### config.mk
export PLATFORM = sky130hd
export DESIGN_NAME = frac_n_div_ctrl
export DESIGN_NICKNAME = d
export VERILOG_FILES = /design/src/rtl/frac_n_pkg.sv /design/src/rtl/frac_n_mod_counter.sv /design/src/rtl/frac_n_div_ctrl.sv
export SDC_FILE = /design/constraint.sdc
export NUM_CORES = 1
export LEC_CHECK = 0
export CAP_MARGIN = 0
export CORE_MARGIN = 1.5
export CORE_UTILIZATION = 57
export CTS_CLUSTER_DIAMETER = 100
export CTS_CLUSTER_SIZE = 30
export DETAILED_ROUTE_END_ITERATION = 8
export DONT_BUFFER_PORTS = 1
export GPL_ROUTABILITY_DRIVEN = 0
export PLACE_DENSITY = 0.86
export SYNTH_ARGS = -nofsm -noshare
export SYNTH_HDL_FRONTEND = slang
export SYNTH_SLANG_ARGS = --single-unit
### constraint.sdc
create_clock -name CLK -period 2.93 [get_ports CLK]
set_input_delay 0.586 -clock CLK [delete_from_list [all_inputs] [get_ports CLK]]
set_output_delay 0.586 -clock CLK [all_outputs]
set_load 0.005 [all_outputs]
### src/rtl/frac_n_pkg.sv
// Shared types, defaults and helpers for the fractional-N divider controller.
package frac_n_pkg;

  localparam int DEF_N_W     = 8;
  localparam int DEF_F_W     = 10;
  localparam int DEF_MIN_INT = 2;

  typedef enum logic [1:0] {
    ST_IDLE = 2'd0,
    ST_RUN  = 2'd1,
    ST_STOP = 2'd2
  } state_e;

  function automatic logic [DEF_N_W-1:0] clamp_int(
    input logic [DEF_N_W-1:0] v,
    input logic [DEF_N_W-1:0] min_v
  );
    if (v < min_v) begin
      return min_v;
    end else begin
      return v;
    end
  endfunction

endpackage

### src/rtl/frac_n_mod_counter.sv
// Loadable down-counter for one division period; tc flags the last cycle.
module frac_n_mod_counter #(
  parameter int C_W = 9
) (
  input  logic           clk,
  input  logic           rst,
  input  logic           en,
  input  logic           load,
  input  logic [C_W-1:0] load_val,
  output logic           tc
);

  logic [C_W-1:0] count_q;
  logic [C_W-1:0] count_d;

  // Load wins over counting; the counter parks at zero while disabled.
  always_comb begin
    count_d = count_q;
    if (load) begin
      count_d = load_val;
    end else if (en && (count_q != {C_W{1'b0}})) begin
      count_d = count_q - C_W'(1);
    end else begin
      count_d = count_q;
    end
  end

  assign tc = en && (count_q == {C_W{1'b0}});

  // Count register.
  always_ff @(posedge clk or posedge rst) begin
    if (rst) begin
      count_q <= {C_W{1'b0}};
    end else begin
      count_q <= count_d;
    end
  end

endmodule

### src/rtl/frac_n_div_ctrl.sv
// Fractional-N feedback divider sequencer: owns the frequency word, steps the
// sigma-delta modulator once per period and swaps config only on boundaries.
module frac_n_div_ctrl
  import frac_n_pkg::*;
#(
  parameter int N_W     = DEF_N_W,
  parameter int F_W     = DEF_F_W,
  parameter int MIN_INT = DEF_MIN_INT
) (
  input  logic           CLK,
  input  logic           RST,
  input  logic           enable,
  input  logic           cfg_valid,
  output logic           cfg_ready,
  input  logic [N_W-1:0] cfg_int,
  input  logic [F_W-1:0] cfg_frac,
  output logic [F_W-1:0] sdm_alpha,
  output logic           sdm_step,
  input  logic           sdm_out,
  output logic           div_pulse,
  output logic [N_W:0]   cur_mod,
  output logic           running
);

  localparam int C_W = N_W + 1;

  state_e         state_q, state_d;
  logic [N_W-1:0] active_int_q, active_int_d;
  logic [F_W-1:0] active_frac_q, active_frac_d;
  logic [N_W-1:0] shadow_int_q, shadow_int_d;
  logic [F_W-1:0] shadow_frac_q, shadow_frac_d;
  logic           pending_q, pending_d;
  logic [C_W-1:0] cur_mod_q, cur_mod_d;
  logic           div_pulse_q, div_pulse_d;
  logic           sdm_step_q, sdm_step_d;
  logic           running_q, running_d;

  logic           tc;
  logic           xfer;
  logic           start;
  logic           reload;
  logic           mod_bit;
  logic [C_W-1:0] next_mod;
  logic [C_W-1:0] cnt_load_val;
  logic [N_W-1:0] int_clamped;

  assign int_clamped = clamp_int(cfg_int, N_W'(MIN_INT));

  // In STOP a re-raised enable turns the boundary back into a normal reload.
  always_comb begin
    xfer         = cfg_valid && !pending_q;
    start        = (state_q == ST_IDLE) && enable;
    reload       = tc && ((state_q == ST_RUN) || enable);
    mod_bit      = (active_frac_q != {F_W{1'b0}}) ? sdm_out : 1'b0;
    next_mod     = {1'b0, active_int_q} + {{N_W{1'b0}}, mod_bit};
    cnt_load_val = start ? ({1'b0, active_int_q} - C_W'(1)) : (next_mod - C_W'(1));
  end

  // Next-state for the FSM, frequency-word registers and registered outputs.
  always_comb begin
    state_d       = state_q;
    active_int_d  = active_int_q;
    active_frac_d = active_frac_q;
    shadow_int_d  = shadow_int_q;
    shadow_frac_d = shadow_frac_q;
    pending_d     = pending_q;
    cur_mod_d     = cur_mod_q;

    case (state_q)
      ST_IDLE: begin
        if (enable) state_d = ST_RUN;
        else        state_d = ST_IDLE;
      end
      ST_RUN: begin
        if (enable) state_d = ST_RUN;
        else        state_d = ST_STOP;
      end
      ST_STOP: begin
        if (enable)  state_d = ST_RUN;
        else if (tc) state_d = ST_IDLE;
        else         state_d = ST_STOP;
      end
      default: state_d = ST_IDLE;
    endcase

    if (start) begin
      cur_mod_d = {1'b0, active_int_q};
    end else if (reload) begin
      cur_mod_d = next_mod;
    end else begin
      cur_mod_d = cur_mod_q;
    end

    // A held word is applied only at a boundary; xfer cannot coincide with it.
    if (tc && pending_q) begin
      active_int_d  = shadow_int_q;
      active_frac_d = shadow_frac_q;
      pending_d     = 1'b0;
    end else if (xfer) begin
      if (state_q == ST_IDLE) begin
        active_int_d  = int_clamped;
        active_frac_d = cfg_frac;
      end else begin
        shadow_int_d  = int_clamped;
        shadow_frac_d = cfg_frac;
        pending_d     = 1'b1;
      end
    end else begin
      pending_d = pending_q;
    end

    div_pulse_d = tc;
    sdm_step_d  = tc;
    running_d   = (state_d != ST_IDLE);
  end

  frac_n_mod_counter #(.C_W(C_W)) u_counter (
    .clk      (CLK),
    .rst      (RST),
    .en       (state_q != ST_IDLE),
    .load     (start || reload),
    .load_val (cnt_load_val),
    .tc       (tc)
  );

  // State and output registers.
  always_ff @(posedge CLK or posedge RST) begin
    if (RST) begin
      state_q       <= ST_IDLE;
      active_int_q  <= {N_W{1'b0}};
      active_frac_q <= {F_W{1'b0}};
      shadow_int_q  <= {N_W{1'b0}};
      shadow_frac_q <= {F_W{1'b0}};
      pending_q     <= 1'b0;
      cur_mod_q     <= {C_W{1'b0}};
      div_pulse_q   <= 1'b0;
      sdm_step_q    <= 1'b0;
      running_q     <= 1'b0;
    end else begin
      state_q       <= state_d;
      active_int_q  <= active_int_d;
      active_frac_q <= active_frac_d;
      shadow_int_q  <= shadow_int_d;
      shadow_frac_q <= shadow_frac_d;
      pending_q     <= pending_d;
      cur_mod_q     <= cur_mod_d;
      div_pulse_q   <= div_pulse_d;
      sdm_step_q    <= sdm_step_d;
      running_q     <= running_d;
    end
  end

  assign cfg_ready = !pending_q;
  assign sdm_alpha = active_frac_q;
  assign sdm_step  = sdm_step_q;
  assign div_pulse = div_pulse_q;
  assign cur_mod   = cur_mod_q;
  assign running   = running_q;

endmodule

==> results of run 1 <==
==> registers in the layout (all words and copies together), names as in the netlist <==
| name | count |
|---|---|
| pending_q | 1 |
| sdm_step | 1 |
| shadow_frac_q | 10 |
| sdm_alpha | 10 |
| shadow_int_q | 8 |
| active_int_q | 8 |
| state_q | 2 |
| running | 1 |
| u_counter.count_q | 9 |
| cur_mod | 9 |
==> per-stage QoR <==
stage	util (%)	power, µW	instances	setup TNS, ns
6_report	69.16	3427	418	0
3_3_place_gp	64.05	2556	398	0
4_1_cts	68.80	3407	416	0
2_1_floorplan	-	2200	313	0
3_5_place_dp	64.05	2619	398	-0.06957
5_1_grt	69.16	3644	418	-0.1189
==> where the power goes <==
group / total (µW) / internal (µW) / switching (µW) / leakage (µW)
logic: 1240 / 633 / 607 / 0.000750
registers: 1450 / 1160 / 289 / 0.000738
clock network: 742 / 411 / 330 / 0.0000991
==> Yosys cell counts (3+ instances only) <==
master	n	area share, %
a21oi_1	9	1.5
a21oi_2	5	1.4
a22oi_1	16	3.9
a31oi_1	4	0.81
buf_2	4	0.65
clkbuf_1	6	0.73
dfrtp_1	59	48
ha_1	3	1.2
inv_1	5	0.61
mux2_2	17	6.2
nand2_1	52	6.3
nand2b_1	3	0.61
nand3_1	8	1.3
nand4_1	3	0.61
nor2_1	33	4.0
nor3_1	7	1.1
nor4_1	3	0.61
o21a_1	5	1.2
o21ai_0	8	1.3
o22ai_1	4	0.81
or3_1	4	0.81
or4_1	3	0.73
xnor2_1	5	1.4
xor2_1	3	0.85
==> path summary, 6_finish.rpt <==
| check | start | endpoint | slack (ns) |
|---|---|---|---|
| worst max-delay path | u_counter.count_q[6] | u_counter.count_q[8] | 0.009 |
| worst min-delay path | RST | sdm_alpha[1] | 0.13 |
| worst max register to register | u_counter.count_q[6] | u_counter.count_q[8] | 0.009 |
| worst min register to register | shadow_int_q[3] | active_int_q[3] | 0.50 |
| max in group asynchronous | RST | active_int_q[4] | 2.15 |
| min in group CLK | enable | state_q[1] | 0.31 |
==> cells by family after synthesis <==
logic type               count (synthesis)  synth area share (%)
AND/OR/NAND/NOR                        132                 20.51
XOR/XNOR                                 8                 2.270
flip-flops                              59                 47.83
AO/OA/AOI/OAI                           74                 18.04
adder cells (fa/ha/maj)                  3                 1.216
buffers and inverters                   19                 3.607
multiplexers                            18                 6.526
==> repair_timing <==
item                       in CTS  in global routing
setup buffers                   2                  2
hold endpoints to repair        0                  0
cloned                          0                  0
pin swaps                       7                  5
setup endpoints to repair       1                  2
resized for setup               6                  1
==> worst max-delay path, stage by stage (launching register included) <==
cell,delay (ns)
dfrtp_1,0.39
or4_4,0.57
a2111oi_4,0.45
nand2_1,0.17
nand2_1,0.12
o22ai_1,0.09
ha_2,0.19
buf_4,0.15
nand4_1,0.14
a311o_1,0.20
a211oi_2,0.08
a311oi_1,0.26
==> final cells by class <==
class	instances	area share (%)
multi-input cells	235	43.41
clock inverters	5	1.469
clock buffers	11	3.952
flip-flops and latches	59	41.27
repair buffers	33	6.926
inverters	5	0.5247
well taps	70	2.448
==> metal layers <==
metal	global-route usage, %	routed length, µm	vias up
met5	0	0	-
met4	14.63	246	0
met3	6.228	522	23
met2	44.11	3530	104
met1	31.86	2864	1221
li1	-	-	1199
==> results by group, run 1 <==
CTS
  • Root buf cell: clkbuf_8
  • CTS Hold Bufs: 0
  • CTS tree: yes
  • Inserted Clock Buffers: 9
  • Clock Tree Buf Depth: 2
  • Worst skew pair latency: 0.35 ns
  • Reg clk slew, reported paths: 0.07 ns
  • Clock Sinks: 59
  • H-Tree Depth: 3

Finish
  • Synth-to-layout area growth: 15.89%
  • Nets@finish: 369
  • Fill cell count: 353
  • Diode count: 0
  • Layout cells sized above 1: 26.44%
  • FF/Latch Area: 0.001476 mm²
  • Area occupied by multi-input gates: 0.001553 mm²
  • Final design area excluding fillers: 0.003577 mm²
  • Commonest non-fill, non-tap cell in the layout: dfrtp_1
  • Most frequent cells in the layout: dfrtp_1 (59), nand2_1 (50), nor2_1 (33), buf_4 (33), mux2_2 (17)

Run
  • Max-Cap Viols: 0

Synth
  • Register area share after synthesis: 47.83%
  • Yosys cell types: 58
  • Syn_nets: 339
  • Mean Syn Cell Area: 9.862 µm²
  • Post-synth top flop: dfrtp_1
  • Gate Count Post-Synth: 313
  • EDFF count, synth: 0
  • Async set or reset register ratio after synthesis: 100.0%
  • FF+latch count, synth: 59
  • Synth Warn #: 0
  • Synth Cell Area: 0.003087 mm²

Timing
  • Worst slew pin tran: 1.089 ns
  • Rel. slew slack: 27.16%
  • Post-route clock period utilization: 99.71%
  • Worst hold margin: 0.1336 ns
  • Final Max Slew Viols: 0
  • Final-report hold violation count: 0
  • Final worst clock skew: 0.01342 ns
  • Final worst slack: 0.008634 ns
  • Final setup violation count: 0
  • Min Clock Period, post-route: 2.921 ns
  • Achievable Freq: 0.3423 GHz
  • RSZ-0062 raised after global routing: yes

GRT
  • Vias in the first global route: 2657
  • Grt ovf: 0
  • GRT Util Overall: 26.56%
  • Largest net degree at the start of global routing: 23
  • First-pass GRT wire length: 12200 µm
  • Initial antenna violation count: 0

Routing
  • DR vias/cell: 6.093
  • Detailed Route WL: 7164 µm
  • Vias: 2547
  • 1st-iter DRT viols: 222
  • DRT Pass-1 Iters: 4
  • Post-route DRC: 0
  • Routed Antenna Nets: 0
  • WL per Instance: 17.14 µm

Floorplan
  • Boundary Pins: 46
  • Core area: 0.005172 mm²
  • # rows: 26
  • Die footprint: 0.005866 mm²
  • Initial Util: 59.68%
  • Die Y: 76.59 µm
  • Die W: 76.59 µm

Hold path
  • Min-Delay Path Class: input port to asynchronous set/reset pin

Run status
  • Outcome: finished clean

Power
  • VDD IR max: 0.5663 mV
  • Power per cell area: 958.1 mW/mm²
  • Leak: 0.001587 µW

Placement
  • DP HPWL: 5051 µm
  • Pre-CTS WS: -0.06957 ns
  • I/O Buffers: 0
  • Placement Cell Area: 0.003313 mm²

Setup path
  • Req. time, crit path: 3.17 ns
  • Worst Reg-to-Reg Cells: 11
  • Worst Path Arrival: 3.16 ns
  • CP Launch Type: register
  • Critical Path Fanout Max: 5
  • Crit. End Element: register
  • Critical path class: register to register
(Power assumes the default switching activity.)
==> run 2, diff against run 1 <==
--- a/config.mk
+++ b/config.mk
@@ -5,6 +5,7 @@
 export SDC_FILE = /design/constraint.sdc
 export NUM_CORES = 1
 export LEC_CHECK = 0
+export ABC_AREA = 1
 export CAP_MARGIN = 0
 export CORE_MARGIN = 1.5
 export CORE_UTILIZATION = 57
@@ -12,7 +13,6 @@
 export CTS_CLUSTER_SIZE = 30
 export DETAILED_ROUTE_END_ITERATION = 8
 export DONT_BUFFER_PORTS = 1
-export GPL_ROUTABILITY_DRIVEN = 0
 export PLACE_DENSITY = 0.86
 export SYNTH_ARGS = -nofsm -noshare
 export SYNTH_HDL_FRONTEND = slang
==> results by group, run 2 <==
Timing
  • Final-report hold violation count: 0 (unchanged)
  • Min Clock Period, post-route: 2.607 ns (-0.3148 ns)
  • Final worst clock skew: 0.006816 ns (-0.006608 ns)
  • Final Max Slew Viols: 0 (unchanged)
  • RSZ-0062 raised after global routing: no
  • Achievable Freq: 0.3836 GHz (+12%)
  • Post-route clock period utilization: 88.96% (-11 points)
  • Final setup violation count: 0 (unchanged)
  • Worst slew pin tran: 0.7888 ns (-0.2998 ns)
  • Rel. slew slack: 47.36% (+20 points)
  • Final setup TNS: 0 ns (unchanged)

Floorplan
  • # rows: 26 (unchanged)
  • Die Y: 75.14 µm (-1.9%)
  • Die footprint: 0.005646 mm² (-3.8%)
  • Die W: 75.14 µm (-1.9%)
  • Initial Util: 58.46% (-1.2 points)
  • Core area: 0.005075 mm² (-1.9%)
  • Boundary Pins: 46 (unchanged)

Synth
  • Synth top area share: 49.77% (+1.9 points)
  • Synth area leader: dfrtp_1
  • Synth Warn #: 0 (unchanged)
  • EDFF count, synth: 0 (unchanged)
  • Dominant cells by area after synthesis: dfrtp_1 (50%), nand2_1 (15%), inv_1 (6.6%)
  • Synth cell count leaders: nand2_1 (116), dfrtp_1 (59), inv_1 (52), o21ai_0 (25), o221ai_1 (18)
  • Yosys cell types: 32 (-45%)
  • Post-synth top flop: dfrtp_1
  • Register area share after synthesis: 49.77% (+1.9 points)
  • Synth Cell Area: 0.002967 mm² (-3.9%)
  • Syn_nets: 392 (+16%)
  • Async set or reset register ratio after synthesis: 100.0% (unchanged)
  • Most frequent cell after synthesis: nand2_1
  • Gate Count Post-Synth: 366 (+17%)
  • Mean Syn Cell Area: 8.105 µm² (-18%)
  • FF+latch count, synth: 59 (unchanged)

CTS
  • CTS Hold Bufs: 0 (unchanged)
  • Post-CTS sizing: 0 (-6)
  • CTS tree: yes
  • Inserted Clock Buffers: 9 (unchanged)
  • Post-CTS Setup Bufs: 0 (-2)
  • Root buf cell: clkbuf_8
  • Reg clk slew, reported paths: 0.06 ns (about the same)
  • H-Tree Depth: 3 (unchanged)
  • Clock Sinks: 59 (unchanged)
  • Clock Tree Buf Depth: 2 (unchanged)
  • Worst skew pair latency: 0.34 ns (about the same)

Routing
  • Post-route DRC: 0 (unchanged)
  • Detailed Route WL: 6130 µm (-14%)
  • DRT Pass-1 Iters: 4 (unchanged)
  • WL per Instance: 13.78 µm (-20%)
  • Routed Antenna Nets: 0 (unchanged)
  • 1st-iter DRT viols: 177 (-20%)
  • DR vias/cell: 5.431 (-11%)
  • Vias: 2417 (-5.1%)

Finish
  • Commonest non-fill, non-tap cell in the layout: nand2_1
  • FF/Latch Area: 0.001476 mm² (unchanged)
  • Synth-to-layout area growth: 9.785%
  • Area occupied by multi-input gates: 0.001220 mm² (-21%)
  • Fill cell count: 444 (+26%)
  • Post-layout util: 64.18% (-5.0 points)
  • Final design area excluding fillers: 0.003257 mm² (-9.0%)
  • Diode count: 0 (unchanged)
  • Most frequent cells in the layout: nand2_1 (116), dfrtp_1 (59), inv_1 (51), o21ai_0 (25), o221ai_1 (18)
  • Layout cells sized above 1: 11.20% (-15 points)
  • Nets@finish: 397 (+7.6%)

GRT
  • Grt ovf: 0 (unchanged)
  • Largest net degree at the start of global routing: 39 (+70%)
  • Vias in the first global route: 2379 (-10%)
  • First-pass GRT wire length: 10440 µm (-14%)
  • Initial antenna violation count: 0 (unchanged)
  • GRT Util Overall: 24.84% (-1.7 points)

Setup path
  • Worst Reg-to-Reg Cells: 15 (+4)
  • Critical path class: register to register
  • Crit-path max cell delay: 0.41 ns (-0.16 ns)
  • Crit path max-delay cell type: dfrtp_1
  • Critical Path Fanout Max: 5 (unchanged)
  • Crit. End Element: register
  • Worst r2r src: sdm_alpha[9]
  • Worst Path Arrival: 2.83 ns (-0.33 ns)
  • Cell Chain, Critical Path: nor4_1 > a21boi_0 > ha_1 > ha_1 > nand2_1 > o21ai_1 > nand3_1 > nand2_1 > inv_1 > ha_1 > nand3_1 > nor2_4 > a21oi_1 > nand3b_1 > nand2_1
  • Req. time, crit path: 3.16 ns (about the same)
  • Worst reg-to-reg setup slack: 0.32 ns (+0.31 ns)
  • CP Launch Type: register
  • R2r endpoint: u_counter.count_q[6]

Power
  • Reg power frac: 44.5% (+2.3 points)
  • Power per cell area: 1012 mW/mm² (+5.6%)
  • Sw Share: 36.83% (+1.1 points)
  • Int Pwr: 2082 µW (-5.4%)
  • Switch Pwr: 1214 µW (-1.0%)
  • VDD IR max: 0.6520 mV (+15%)
  • Comb power frac: 30.3% (-5.9 points)
  • Clock power frac: 25.1% (+3.5 points)
  • Leak: 0.001647 µW (+3.7%)

Placement
  • DP HPWL: 4406 µm (-13%)
  • GP Congestion: 0.8656
  • I/O Buffers: 0 (unchanged)
  • Placement Cell Area: 0.003032 mm² (-8.5%)

Run status
  • Outcome: finished clean

Run
  • Max-Cap Viols: 0 (unchanged)

Hold path
  • Min-Delay Path Class: input port to asynchronous set/reset pin
[run 2: changes by cell type after synthesis, sizes merged, moves of 5 or more]
| cell | change |
|---|---|
| o21ai | +20 |
| nand2 | +70 |
| o21a | -5 |
| o221ai | +16 |
| a22oi | -16 |
| inv | +50 |
| a21oi | -12 |
| nand3 | +12 |
| xnor2 | -5 |
| mux2 | -17 |
| nor3 | -5 |
| nor2 | -10 |
[run 2: worst max-delay path by stage]
| stage | slack [ns] | startpoint | to | cells after the start |
|---|---|---|---|---|
| after floorplan | 0.62 | sdm_alpha[9] | u_counter.count_q[6] | 15 |
| after global placement | 0.38 | sdm_alpha[9] | u_counter.count_q[6] | 15 |
| after detailed placement | 0.31 | sdm_alpha[9] | u_counter.count_q[6] | 15 |
| after CTS | 0.30 | sdm_alpha[9] | u_counter.count_q[6] | 15 |
| after global routing | 0.06 | sdm_alpha[8] | u_counter.count_q[5] | 19 |
| final | 0.32 | sdm_alpha[9] | u_counter.count_q[6] | 15 |
[run 2: power groups by stage]
stage | combinational [µW] | clock, µW | sequential (µW)
after floorplan | 834 | 0 | 1400
after global placement | 962 | 0 | 1460
after detailed placement | 1000 | 0 | 1480
after CTS | 1010 | 850 | 1470
after global routing | 1170 | 877 | 1520
final | 1000 | 829 | 1470
[run 2: critical path: cells and delay by family, from the launching register on]
kind / cells / cell delay [ns]
AOI/OAI and AO/OA: 3 / 0.38
DFF: 1 / 0.41
adders and majority gates: 3 / 0.69
buffers and inverters: 1 / 0.05
and+or+nand+nor: 8 / 0.95
[run 2: metal layers]
layer / up-vias / wire [µm] / track usage, %
met5: - / 0 / 0
met2: 64 / 2902 / 40.22
li1: 1191 / - / -
met1: 1146 / 2677 / 30.39
met3: 16 / 381 / 6.560
met4: 0 / 169 / 13.49
[run 2: kinds of logic (layout without fill, tap and decap cells)]
group	count (synthesis)	in the layout	synth area share (%)
flops	59	59	49.77
buf+inv	68	77	9.110
simple gates	177	177	26.23
fa+ha+maj	3	3	1.265
xor+xnor	2	2	0.5906
compound gates	57	57	13.03
[run 2: metrics by stage]
step | instances | power [µW] | hold WS, ns | worst slack (ns)
2_1_floorplan | 366 | 2233 | 0.4534 | 0.6154
3_3_place_gp | 430 | 2422 | 0.4636 | 0.3776
3_5_place_dp | 430 | 2480 | 0.4728 | 0.3114
4_1_cts | 445 | 3322 | 0.1473 | 0.2966
5_1_grt | 445 | 3565 | 0.1820 | 0.06238
6_report | 445 | 3296 | 0.1355 | 0.3234
[run 2: cell type report]
class	count	area share, %
Clock buffer	11	4.648
Clock inverter	4	2.267
Inverter	58	6.685
Multi-Input combinational cell	239	37.46
Sequential cell	59	45.33
Tap cell	70	2.689
Timing Repair Buffer	4	0.9220
==> run 3, diff against run 2 <==
--- a/config.mk
+++ b/config.mk
@@ -7,13 +7,12 @@
 export LEC_CHECK = 0
 export ABC_AREA = 1
 export CAP_MARGIN = 0
-export CORE_MARGIN = 1.5
-export CORE_UTILIZATION = 57
+export CORE_UTILIZATION = 60
 export CTS_CLUSTER_DIAMETER = 100
 export CTS_CLUSTER_SIZE = 30
 export DETAILED_ROUTE_END_ITERATION = 8
 export DONT_BUFFER_PORTS = 1
-export PLACE_DENSITY = 0.86
+export PLACE_DENSITY = 0.87
 export SYNTH_ARGS = -nofsm -noshare
 export SYNTH_HDL_FRONTEND = slang
 export SYNTH_SLANG_ARGS = --single-unit
==> constraint.sdc (replaced) <==
create_clock -name CLK -period 2.8 [get_ports CLK]
set_input_delay 0.56 -clock CLK [delete_from_list [all_inputs] [get_ports CLK]]
set_output_delay 0.56 -clock CLK [all_outputs]
set_load 0.005 [all_outputs]
==> results by group, run 3 (synthesized netlist as in run 2, its figures left out) <==
Floorplan
  • Die Y: 72.32 µm (-3.8%)
  • Die footprint: 0.005229 mm² (-7.4%)
  • Initial Util: 62.39% (+3.9 points)
  • Boundary Pins: 46 (unchanged)
  • # rows: 25 (-3.8%)
  • Die W: 72.32 µm (-3.8%)
  • Core area: 0.004755 mm² (-6.3%)

Routing
  • Vias: 2433 (+0.66%)
  • Met2 WL: 3104 µm (+7.0%)
  • Post-route DRC: 0 (unchanged)
  • Max Used Layer: met4
  • Routed Antenna Nets: 0 (unchanged)
  • DRT Pass-1 Iters: 4 (unchanged)
  • Detailed Route WL: 6344 µm (+3.5%)
  • Wire length on met3: 363 µm (-4.7%)
  • DR vias/cell: 5.480 (+0.89%)
  • 1st-iter DRT viols: 252 (+42%)
  • WL per Instance: 14.29 µm (+3.7%)
  • Met1 Wirelength: 2792 µm (+4.3%)

Timing
  • Rel. slew slack: 46.33% (-1.0 points)
  • Post-route clock period utilization: 93.22% (+4.3 points)
  • Final-report hold violation count: 0 (unchanged)
  • Final worst clock skew: 0.005216 ns (-0.001599 ns)
  • Final Max Slew Viols: 0 (unchanged)
  • Final setup violation count: 0 (unchanged)
  • Achievable Freq: 0.3831 GHz (-0.14%)
  • Final setup TNS: 0 ns (unchanged)
  • Min Clock Period, post-route: 2.610 ns (+0.003679 ns)
  • Final worst slack: 0.1897 ns (-0.1337 ns)
  • Worst hold margin: 0.1133 ns (-0.02226 ns)
  • Worst slew pin tran: 0.8050 ns (+0.01622 ns)

Finish
  • Commonest non-fill, non-tap cell in the layout: nand2_1
  • Most frequent cells in the layout: nand2_1 (115), dfrtp_1 (59), inv_1 (51), o21ai_0 (25), o221ai_1 (18)
  • Final design area excluding fillers: 0.003264 mm² (+0.23%)
  • Diode count: 0 (unchanged)
  • Layout cells sized above 1: 12.73% (+1.5 points)
  • Nets@finish: 398 (+0.25%)
  • Finished Layout Cells: 444 (-0.22%)
  • Synth-to-layout area growth: 10.04%

Setup path
  • Critical Path Fanout Max: 5 (unchanged)
  • Crit. End Element: register
  • Cell Chain, Critical Path: nor4_2 > a21boi_1 > ha_1 > ha_2 > nand2_1 > o21ai_1 > nand3_1 > nand2_2 > inv_1 > ha_1 > nand3_2 > nor2_4 > a21oi_1 > nand3b_1 > nand2_1
  • Critical path class: register to register
  • Crit path max-delay cell type: dfrtp_1
  • Worst path bufs/invs: 1 (unchanged)
  • Crit-path max cell delay: 0.42 ns (about the same)
  • Delay-heaviest family, CP: simple AND/OR/NAND/NOR gates
  • Req. time, crit path: 3.02 ns (-0.14 ns)
  • CP Launch Type: register
  • Worst Path Arrival: 2.83 ns (about the same)

GRT
  • First-pass GRT wire length: 10610 µm (+1.6%)
  • Largest net degree at the start of global routing: 38 (-2.6%)
  • Initial antenna violation count: 0 (unchanged)
  • GRT Util Overall: 26.94% (+2.1 points)
  • Grt ovf: 0 (unchanged)
  • Vias in the first global route: 2345 (-1.4%)

CTS
  • Root buf cell: clkbuf_8
  • Reg clk slew, reported paths: 0.07 ns (about the same)
  • CTS tree: yes
  • Worst skew pair latency: 0.34 ns (about the same)
  • Clock Tree Buf Depth: 2 (unchanged)
  • Inserted Clock Buffers: 9 (unchanged)
  • Clock Sinks: 59 (unchanged)
  • Post-CTS Setup Bufs: 0 (unchanged)
  • H-Tree Depth: 3 (unchanged)
  • CTS Hold Bufs: 0 (unchanged)
  • Post-CTS sizing: 0 (unchanged)

Power
  • Clock power frac: 23.7% (-1.4 points)
  • Sw Share: 38.27% (+1.4 points)
  • Leak: 0.001645 µW (-0.11%)
  • Power per cell area: 1054 mW/mm² (+4.2%)
  • Comb power frac: 31.4% (+1.1 points)
  • Reg power frac: 44.9% (+0.4 points)
  • VDD IR max: 0.5747 mV (-12%)
  • Int Pwr: 2125 µW (+2.0%)
  • Switch Pwr: 1317 µW (+8.5%)

Run
  • Max-Cap Viols: 0 (unchanged)

Placement
  • Placed insts: 428 (-0.47%)
  • DP HPWL: 4520 µm (+2.6%)
  • Placement Cell Area: 0.003035 mm² (+0.12%)
  • Pre-CTS WS: 0.1429 ns (-0.1685 ns)
  • I/O Buffers: 0 (unchanged)
  • GP Congestion: 0.9041 (+4.4%)

Hold path
  • Min-Delay Path Class: input port to asynchronous set/reset pin

Run status
  • Outcome: finished clean
==> run 3: cell count changes in the layout (fill, tap and decap cells not counted), sizes merged <==
cell,delta
bufinv,-1
clkbuf,+1
buf,+1
clkinvlp,+1
==> run 3: worst paths after layout <==
check / from / slack (ns) / endpoint / cells past startpoint
setup / recovery: sdm_alpha[5] / 0.19 / u_counter.count_q[6] / 15
min in group CLK: enable / 0.29 / state_q[1] / 1
hold / removal: RST / 0.11 / shadow_frac_q[0] / 1
setup reg to reg: sdm_alpha[5] / 0.19 / u_counter.count_q[6] / 15
hold reg to reg: shadow_frac_q[4] / 0.49 / shadow_frac_q[4] / 2
max in group asynchronous: RST / 2.06 / cur_mod[0] / 2
==> run 3: metal layers <==
metal | vias to the layer above | global-route usage, %
met5 | - | 0
met4 | 0 | 12.42
met3 | 11 | 7.639
met2 | 70 | 43.41
met1 | 1155 | 33.80
li1 | 1197 | -
==> run 3: worst reg2reg max path, delay by kind of cell (launching register included) <==
kind            cells  cell delay [ns]
compound gates      3             0.32
fa+ha+maj           3             0.75
buf+inv             1             0.05
flops               1             0.42
simple gates        8             0.97
==> run 3: stage by stage <==
stage | util (%) | total power (µW)
final | 68.66 | 3442
after global routing | 68.66 | 3694
after CTS | 68.32 | 3430
after detailed placement | 63.84 | 2612
after global placement | 63.84 | 2535
after floorplan | - | 2336
==> run 3: cell type report <==
| cell class | instances | area [µm²] |
|---|---|---|
| clock buffer | 12 | 165.2 |
| clock inverter | 4 | 47.55 |
| fill | 384 | 1490 |
| inverter | 58 | 217.7 |
| multi-input combinational | 239 | 1236 |
| sequential | 59 | 1476 |
| tap | 67 | 83.83 |
| timing repair buffer | 5 | 37.54 |
==> run 3: power by group through the flow <==
stage          clock network [µW]  registers, µW  logic [µW]
2_1_floorplan                   0           1460         872
3_3_place_gp                    0           1530        1010
3_5_place_dp                    0           1550        1060
4_1_cts                       823           1540        1070
5_1_grt                       855           1590        1250
6_report                      814           1550        1080
